### src/rtl/kbd_led_ctrl.sv
// kbd_led_ctrl: host-to-device Set-LEDs sequencer for the PS/2 keyboard port.
// Sends 0xED followed by the LED byte, drives the open-drain lines through
// the *_oe outputs, checks the device line ACK and the 0xFA/0xFE reply to
// each byte, and pulses done or err when the exchange ends.
module kbd_led_ctrl #(
  parameter int INHIBIT_CYCLES = 5000,
  parameter int TIMEOUT_CYCLES = 1000000,
  parameter int MAX_RETRY      = 3
) (
  input  logic       clk,
  input  logic       reset,
  input  logic       ps2clk,
  input  logic       ps2data,
  output logic       ps2clk_oe,
  output logic       ps2data_oe,
  input  logic       led_req,
  input  logic [2:0] led_val,
  input  logic       rx_valid,
  input  logic [7:0] rx_byte,
  output logic       busy,
  output logic       tx_active,
  output logic       done,
  output logic       err
);

  localparam int INH_W = (INHIBIT_CYCLES < 2) ? 1 : $clog2(INHIBIT_CYCLES + 1);
  localparam int TMO_W = (TIMEOUT_CYCLES < 2) ? 1 : $clog2(TIMEOUT_CYCLES + 1);
  localparam int RTY_W = (MAX_RETRY < 1) ? 1 : $clog2(MAX_RETRY + 1);

  localparam logic [INH_W-1:0] INH_LAST = INH_W'(INHIBIT_CYCLES - 1);
  localparam logic [TMO_W-1:0] TMO_LAST = TMO_W'(TIMEOUT_CYCLES - 1);
  localparam logic [RTY_W-1:0] RTY_MAX  = RTY_W'(MAX_RETRY);

  localparam logic [7:0] CMD_SET_LEDS = 8'hED;
  localparam logic [7:0] RESP_ACK     = 8'hFA;
  localparam logic [7:0] RESP_RESEND  = 8'hFE;

  typedef enum logic [2:0] {
    IDLE      = 3'd0,
    INHIBIT   = 3'd1,
    START     = 3'd2,
    SEND      = 3'd3,
    ACK       = 3'd4,
    WAIT_RESP = 3'd5
  } state_t;

  state_t           state;
  logic [7:0]       clk_hist;
  logic [1:0]       data_sync;
  logic             fall;
  logic             phase;
  logic [2:0]       led;
  logic [7:0]       txbyte;
  logic [3:0]       bitcnt;
  logic [INH_W-1:0] inh;
  logic [TMO_W-1:0] tmo;
  logic [RTY_W-1:0] retry;

  // Odd parity bit for a PS/2 frame: makes the count of ones in data+parity odd.
  function automatic logic odd_parity(input logic [7:0] b);
    return ~^b;
  endfunction

  // ps2clk filter history; a fall is four high samples followed by four low ones.
  always_ff @(posedge clk) begin
    if (reset) begin
      clk_hist <= 8'h00;
    end else begin
      clk_hist <= {clk_hist[6:0], ps2clk};
    end
  end

  // Two-stage synchroniser for the data pad, used only for the device ACK bit.
  always_ff @(posedge clk) begin
    if (reset) begin
      data_sync <= 2'b11;
    end else begin
      data_sync <= {data_sync[0], ps2data};
    end
  end

  assign fall   = (clk_hist == 8'hF0);
  assign txbyte = phase ? {5'b00000, led} : CMD_SET_LEDS;

  // Sequencer: state, counters and all registered outputs.
  always_ff @(posedge clk) begin
    if (reset) begin
      state      <= IDLE;
      phase      <= 1'b0;
      led        <= 3'b000;
      bitcnt     <= 4'd0;
      inh        <= '0;
      tmo        <= '0;
      retry      <= '0;
      ps2clk_oe  <= 1'b0;
      ps2data_oe <= 1'b0;
      busy       <= 1'b0;
      tx_active  <= 1'b0;
      done       <= 1'b0;
      err        <= 1'b0;
    end else begin
      done <= 1'b0;
      err  <= 1'b0;
      // Watchdog restarts on every filtered clock fall; state entries clear it below.
      if (fall) begin
        tmo <= '0;
      end else begin
        tmo <= tmo + TMO_W'(1);
      end

      case (state)
        IDLE: begin
          tmo <= '0;
          inh <= '0;
          if (led_req) begin
            led        <= led_val;
            phase      <= 1'b0;
            retry      <= '0;
            state      <= INHIBIT;
            ps2clk_oe  <= 1'b1;
            ps2data_oe <= 1'b0;
            busy       <= 1'b1;
            tx_active  <= 1'b1;
          end else begin
            state <= IDLE;
          end
        end

        INHIBIT: begin
          tmo <= '0;
          if (inh == INH_LAST) begin
            // Release the clock and pull data low in the same edge: start bit.
            state      <= START;
            ps2clk_oe  <= 1'b0;
            ps2data_oe <= 1'b1;
            inh        <= '0;
          end else begin
            inh <= inh + INH_W'(1);
          end
        end

        START: begin
          if (tmo == TMO_LAST) begin
            state      <= IDLE;
            err        <= 1'b1;
            ps2clk_oe  <= 1'b0;
            ps2data_oe <= 1'b0;
            busy       <= 1'b0;
            tx_active  <= 1'b0;
          end else begin
            state  <= SEND;
            bitcnt <= 4'd0;
            tmo    <= '0;
          end
        end

        SEND: begin
          if (fall) begin
            bitcnt <= bitcnt + 4'd1;
            if (bitcnt < 4'd8) begin
              ps2data_oe <= ~txbyte[bitcnt[2:0]];
            end else if (bitcnt == 4'd8) begin
              ps2data_oe <= ~odd_parity(txbyte);
            end else begin
              // Stop bit: line released, device will answer on the next fall.
              ps2data_oe <= 1'b0;
              state      <= ACK;
            end
          end else if (tmo == TMO_LAST) begin
            state      <= IDLE;
            err        <= 1'b1;
            ps2clk_oe  <= 1'b0;
            ps2data_oe <= 1'b0;
            busy       <= 1'b0;
            tx_active  <= 1'b0;
          end else begin
            state <= SEND;
          end
        end

        ACK: begin
          if (fall) begin
            if (!data_sync[1]) begin
              state     <= WAIT_RESP;
              tx_active <= 1'b0;
              tmo       <= '0;
            end else begin
              state      <= IDLE;
              err        <= 1'b1;
              ps2clk_oe  <= 1'b0;
              ps2data_oe <= 1'b0;
              busy       <= 1'b0;
              tx_active  <= 1'b0;
            end
          end else if (tmo == TMO_LAST) begin
            state      <= IDLE;
            err        <= 1'b1;
            ps2clk_oe  <= 1'b0;
            ps2data_oe <= 1'b0;
            busy       <= 1'b0;
            tx_active  <= 1'b0;
          end else begin
            state <= ACK;
          end
        end

        WAIT_RESP: begin
          if (rx_valid) begin
            if ((rx_byte == RESP_ACK) && !phase) begin
              // Command byte accepted: move on to the LED argument byte.
              phase      <= 1'b1;
              retry      <= '0;
              state      <= INHIBIT;
              inh        <= '0;
              tmo        <= '0;
              ps2clk_oe  <= 1'b1;
              ps2data_oe <= 1'b0;
              tx_active  <= 1'b1;
            end else if (rx_byte == RESP_ACK) begin
              state      <= IDLE;
              done       <= 1'b1;
              ps2clk_oe  <= 1'b0;
              ps2data_oe <= 1'b0;
              busy       <= 1'b0;
              tx_active  <= 1'b0;
            end else if ((rx_byte == RESP_RESEND) && (retry < RTY_MAX)) begin
              // Resend the same byte; phase is left unchanged.
              retry      <= retry + RTY_W'(1);
              state      <= INHIBIT;
              inh        <= '0;
              tmo        <= '0;
              ps2clk_oe  <= 1'b1;
              ps2data_oe <= 1'b0;
              tx_active  <= 1'b1;
            end else begin
              state      <= IDLE;
              err        <= 1'b1;
              ps2clk_oe  <= 1'b0;
              ps2data_oe <= 1'b0;
              busy       <= 1'b0;
              tx_active  <= 1'b0;
            end
          end else if (tmo == TMO_LAST) begin
            state      <= IDLE;
            err        <= 1'b1;
            ps2clk_oe  <= 1'b0;
            ps2data_oe <= 1'b0;
            busy       <= 1'b0;
            tx_active  <= 1'b0;
          end else begin
            state <= WAIT_RESP;
          end
        end

        default: begin
          state      <= IDLE;
          ps2clk_oe  <= 1'b0;
          ps2data_oe <= 1'b0;
          busy       <= 1'b0;
          tx_active  <= 1'b0;
        end
      endcase
    end
  end

endmodule

### config.mk
export PLATFORM = sky130hd
export DESIGN_NAME = kbd_led_ctrl
export DESIGN_NICKNAME = d
export VERILOG_FILES = /design/src/rtl/kbd_led_ctrl.sv
export SDC_FILE = /design/constraint.sdc
export NUM_CORES = 1
export LEC_CHECK = 0
export ABC_AREA = 1
export CAP_MARGIN = 20
export CORE_MARGIN = 3
export CORE_UTILIZATION = 60
export CTS_BUF_LIST = sky130_fd_sc_hd__clkbuf_4 sky130_fd_sc_hd__clkbuf_8
export CTS_CLUSTER_DIAMETER = 100
export DETAILED_ROUTE_END_ITERATION = 8
export PLACE_DENSITY = 0.81
export SKIP_LAST_GASP = 1
export SLEW_MARGIN = 20
export SYNTH_ARGS = -nofsm -noshare
export SYNTH_HDL_FRONTEND = slang
export SYNTH_SLANG_ARGS = --single-unit
### constraint.sdc
create_clock -name clk -period 3.9 [get_ports clk]
set_clock_uncertainty 0.15 [all_clocks]
set_input_delay 0.78 -clock clk [delete_from_list [all_inputs] [get_ports clk]]
set_output_delay 0.78 -clock clk [all_outputs]
set_load 0.01 [all_outputs]
==> impl_metrics.tcl <==
set metrics [dict create \
    synth_flop_cell "dfxtp_1" \
    drc 0 \
    final_cells 608 \
    cts.htree.levels 3 \
    outcome "finished, final reports clean" \
    routed_wl_um 8010 \
    core_area_mm2 0.00534 \
    syn2layout_area_growth_pct 14.0 \
    die_h_um 81.9 \
    cp-start-kind "input pin" \
    nets 556 \
    ys_warn_count 0 \
    use_met3_pct 7.46 \
    path_clk_slew_ps 70 \
    post_cts_buffers 0 \
    cellPowerDensity_mw_per_mm2 455 \
    grt_use_met2_pct 44.9 \
    place_ws_ps 1020 \
    drive_gt1_share_pct 10.8 \
    vdd_drop_max_mv 0.374 \
    syn_area_per_cell_um2 6.78 \
    dpl.cell_count 593 \
    slew_headroom_pct 59.6 \
    fillCellCount 440 \
    ios 23 \
    synthesis.area_mm2 0.00345 \
    drtIter0Drc 177 \
    fp.dieW_um 81.9 \
    syn-num-nets 531 \
    crit_required_ps 4020 \
    maxCapViolCount 0 \
    p_leak_uw 0.00153 \
    finalSetupTns_ps 0 \
    cts_tree "done" \
    gp_routability_congestion 0.979 \
    final.min_clock_period_ps 2500 \
    crit_type "in2reg" \
    top_usage_layer "met2" \
    grt-ovfl-total 0 \
    grt_use_total_pct 25.6 \
    cts.sink_count 62 \
    fp.dieArea_mm2 0.00670 \
    final_hold_viol_count 0 \
    syn_inst 509 \
    dpl-instance-area_mm2 0.00371 \
    critPathArrivalTime_ps 2620 \
    cts_resized 0 \
    met1_usage_pct 31.1 \
    layout_common_cells "110 x nand2_1, 65 x nor2_1, 64 x inv_1" \
    min_path_type "reg2reg" \
    grt_pass1_wl_um 13300 \
    rsz0062_at_grt "no" \
    crit_fanout 20 \
    antenna-diode-count 0 \
    vias_per_cell 5.37 \
    fmax_mhz 400 \
    grt_pass1_vias 2974 \
    postLayoutCellArea_mm2 0.00393 \
    cts_root_buf "clkbuf_8" \
    drt-pass1-iter-count 5 \
    synth_seq_cells 62 \
    hpwlAfterDp_um 5800 \
    grt_max_degree 35 \
    worst_pin_slew_ps 606 \
    rows 26 \
    critPathCaptureType "register" \
    insertion_delay_ps 340 \
    clockBufferDepth 2 \
    vias 3263 \
    ys_types 39 \
    yosysSeqAreaShare_pct 36.0 \
    initial_core_util_pct 64.7 \
    report.final.slew_viol_count 0 \
    grt_antenna_before_repair 0 \
    postCtsHoldBufs 0 \
    port_buffers 22 \
    hold_ws_ps 273 \
    min_period_over_period_pct 64.2 \
    cts_made_buffers 9 \
    setup_viol 0 \
    ys_async_sr_fraction_pct 0 \
    setup_slack_ps 1400 \
    mostFrequentLayoutCell "nand2_1" \
    wl_per_cell_um 13.2 \
    ant_nets 0 \
    synth_edf_count 0 \
]
==> layout make-up <==
class                           count  area (um2)  share of cell area, %
Timing Repair Buffer               23         228                   5.79
Sequential cell                    62        1240                   31.6
Multi-Input combinational cell    369        1900                   48.2
Clock buffer                       11         151                   3.85
Tap cell                           70        87.6                   2.23
Inverter                           69         259                   6.58
Clock inverter                      4        70.1                   1.78
==> per-stage QoR <==
step,power (uW),util [%]
2_1_floorplan,1040,-
3_3_place_gp,1150,69.6
3_5_place_dp,1160,69.6
4_1_cts,1790,73.7
5_1_grt,1870,73.7
6_report,1790,73.7
==> per-layer routing <==
layer  up-vias  share of wire (%)
met4         0               0.81
met5         -                  0
li1       1686                  -
met3         9                6.0
met1      1474                 44
met2        94                 50
==> kinds of logic (layout without fill, tap and decap cells) <==
group                      Yosys count  after routing  share of synthesized area [%]
adders and majority gates            5              5                           1.81
and+or+nand+nor                    283            283                           38.5
xor gates and xnor gates            18             18                           4.57
buffers and inverters               78            107                           9.10
AOI/OAI and AO/OA                   63             63                           10.1
DFF                                 62             62                           36.0
==> state kept, by name (all words and copies together) (netlist names) <==
name	flops
tmo	20
inh	13
clk_hist	8
bitcnt	4
led	3
state	3
data_sync	2
retry	2
busy	1
done	1
err	1
phase	1
ps2clk_oe	1
ps2data_oe	1
tx_active	1
==> path summary, 6_finish.rpt <==
| check | start | to | slack, ps | depth (start not counted) |
|---|---|---|---|---|
| min reg2reg | clk_hist[5]$_SDFF_PP0_ | clk_hist[6]$_SDFF_PP0_ | 270 | 2 |
| max | rx_byte[5] | tmo[3]$_SDFF_PP0_ | 1400 | 11 |
| max reg2reg | state[0]$_SDFFE_PP0P_ | tx_active$_SDFFE_PP0P_ | 1690 | 8 |
| min | clk_hist[5]$_SDFF_PP0_ | clk_hist[6]$_SDFF_PP0_ | 270 | 2 |
==> worst max-delay path: stages <==
cell,delay (ps)
clkdlybuf4s50_1,450
nand2_1,50
nor2_1,220
nand3_1,160
nand2_1,90
inv_1,60
nand2_1,50
nand2_1,80
nand3_2,70
nand3_2,360
nor2_1,240
==> where the power goes <==
group / total [uW] / switching, uW / internal [uW]
combinational: 414 / 262 / 152
sequential: 739 / 57.7 / 681
clock: 637 / 248 / 389
==> synthesized netlist by cell type (2+ instances only) <==
cell | n | area share [%]
or2_2 | 2 | 0.36
o21ai_1 | 3 | 0.43
o21ai_0 | 22 | 3.2
nor2_1 | 65 | 7.1
nand3_2 | 5 | 1.4
a21boi_0 | 2 | 0.43
buf_2 | 2 | 0.29
inv_1 | 64 | 7.0
a21oi_1 | 26 | 3.8
nand2_2 | 6 | 1.1
buf_6 | 2 | 0.65
xnor2_1 | 3 | 0.76
ha_1 | 5 | 1.8
nor3_2 | 2 | 0.58
nand3_1 | 38 | 5.5
nand4_1 | 15 | 2.7
dfxtp_1 | 62 | 36
nor3_1 | 9 | 1.3
nor2_4 | 3 | 0.98
inv_2 | 4 | 0.43
xor2_1 | 15 | 3.8
nand2_1 | 110 | 12
or2_1 | 2 | 0.36
a31oi_1 | 2 | 0.36
clkbuf_1 | 4 | 0.43
nor2_2 | 18 | 3.3
nand3b_1 | 6 | 1.3
Power figures use the tool's default switching activity.
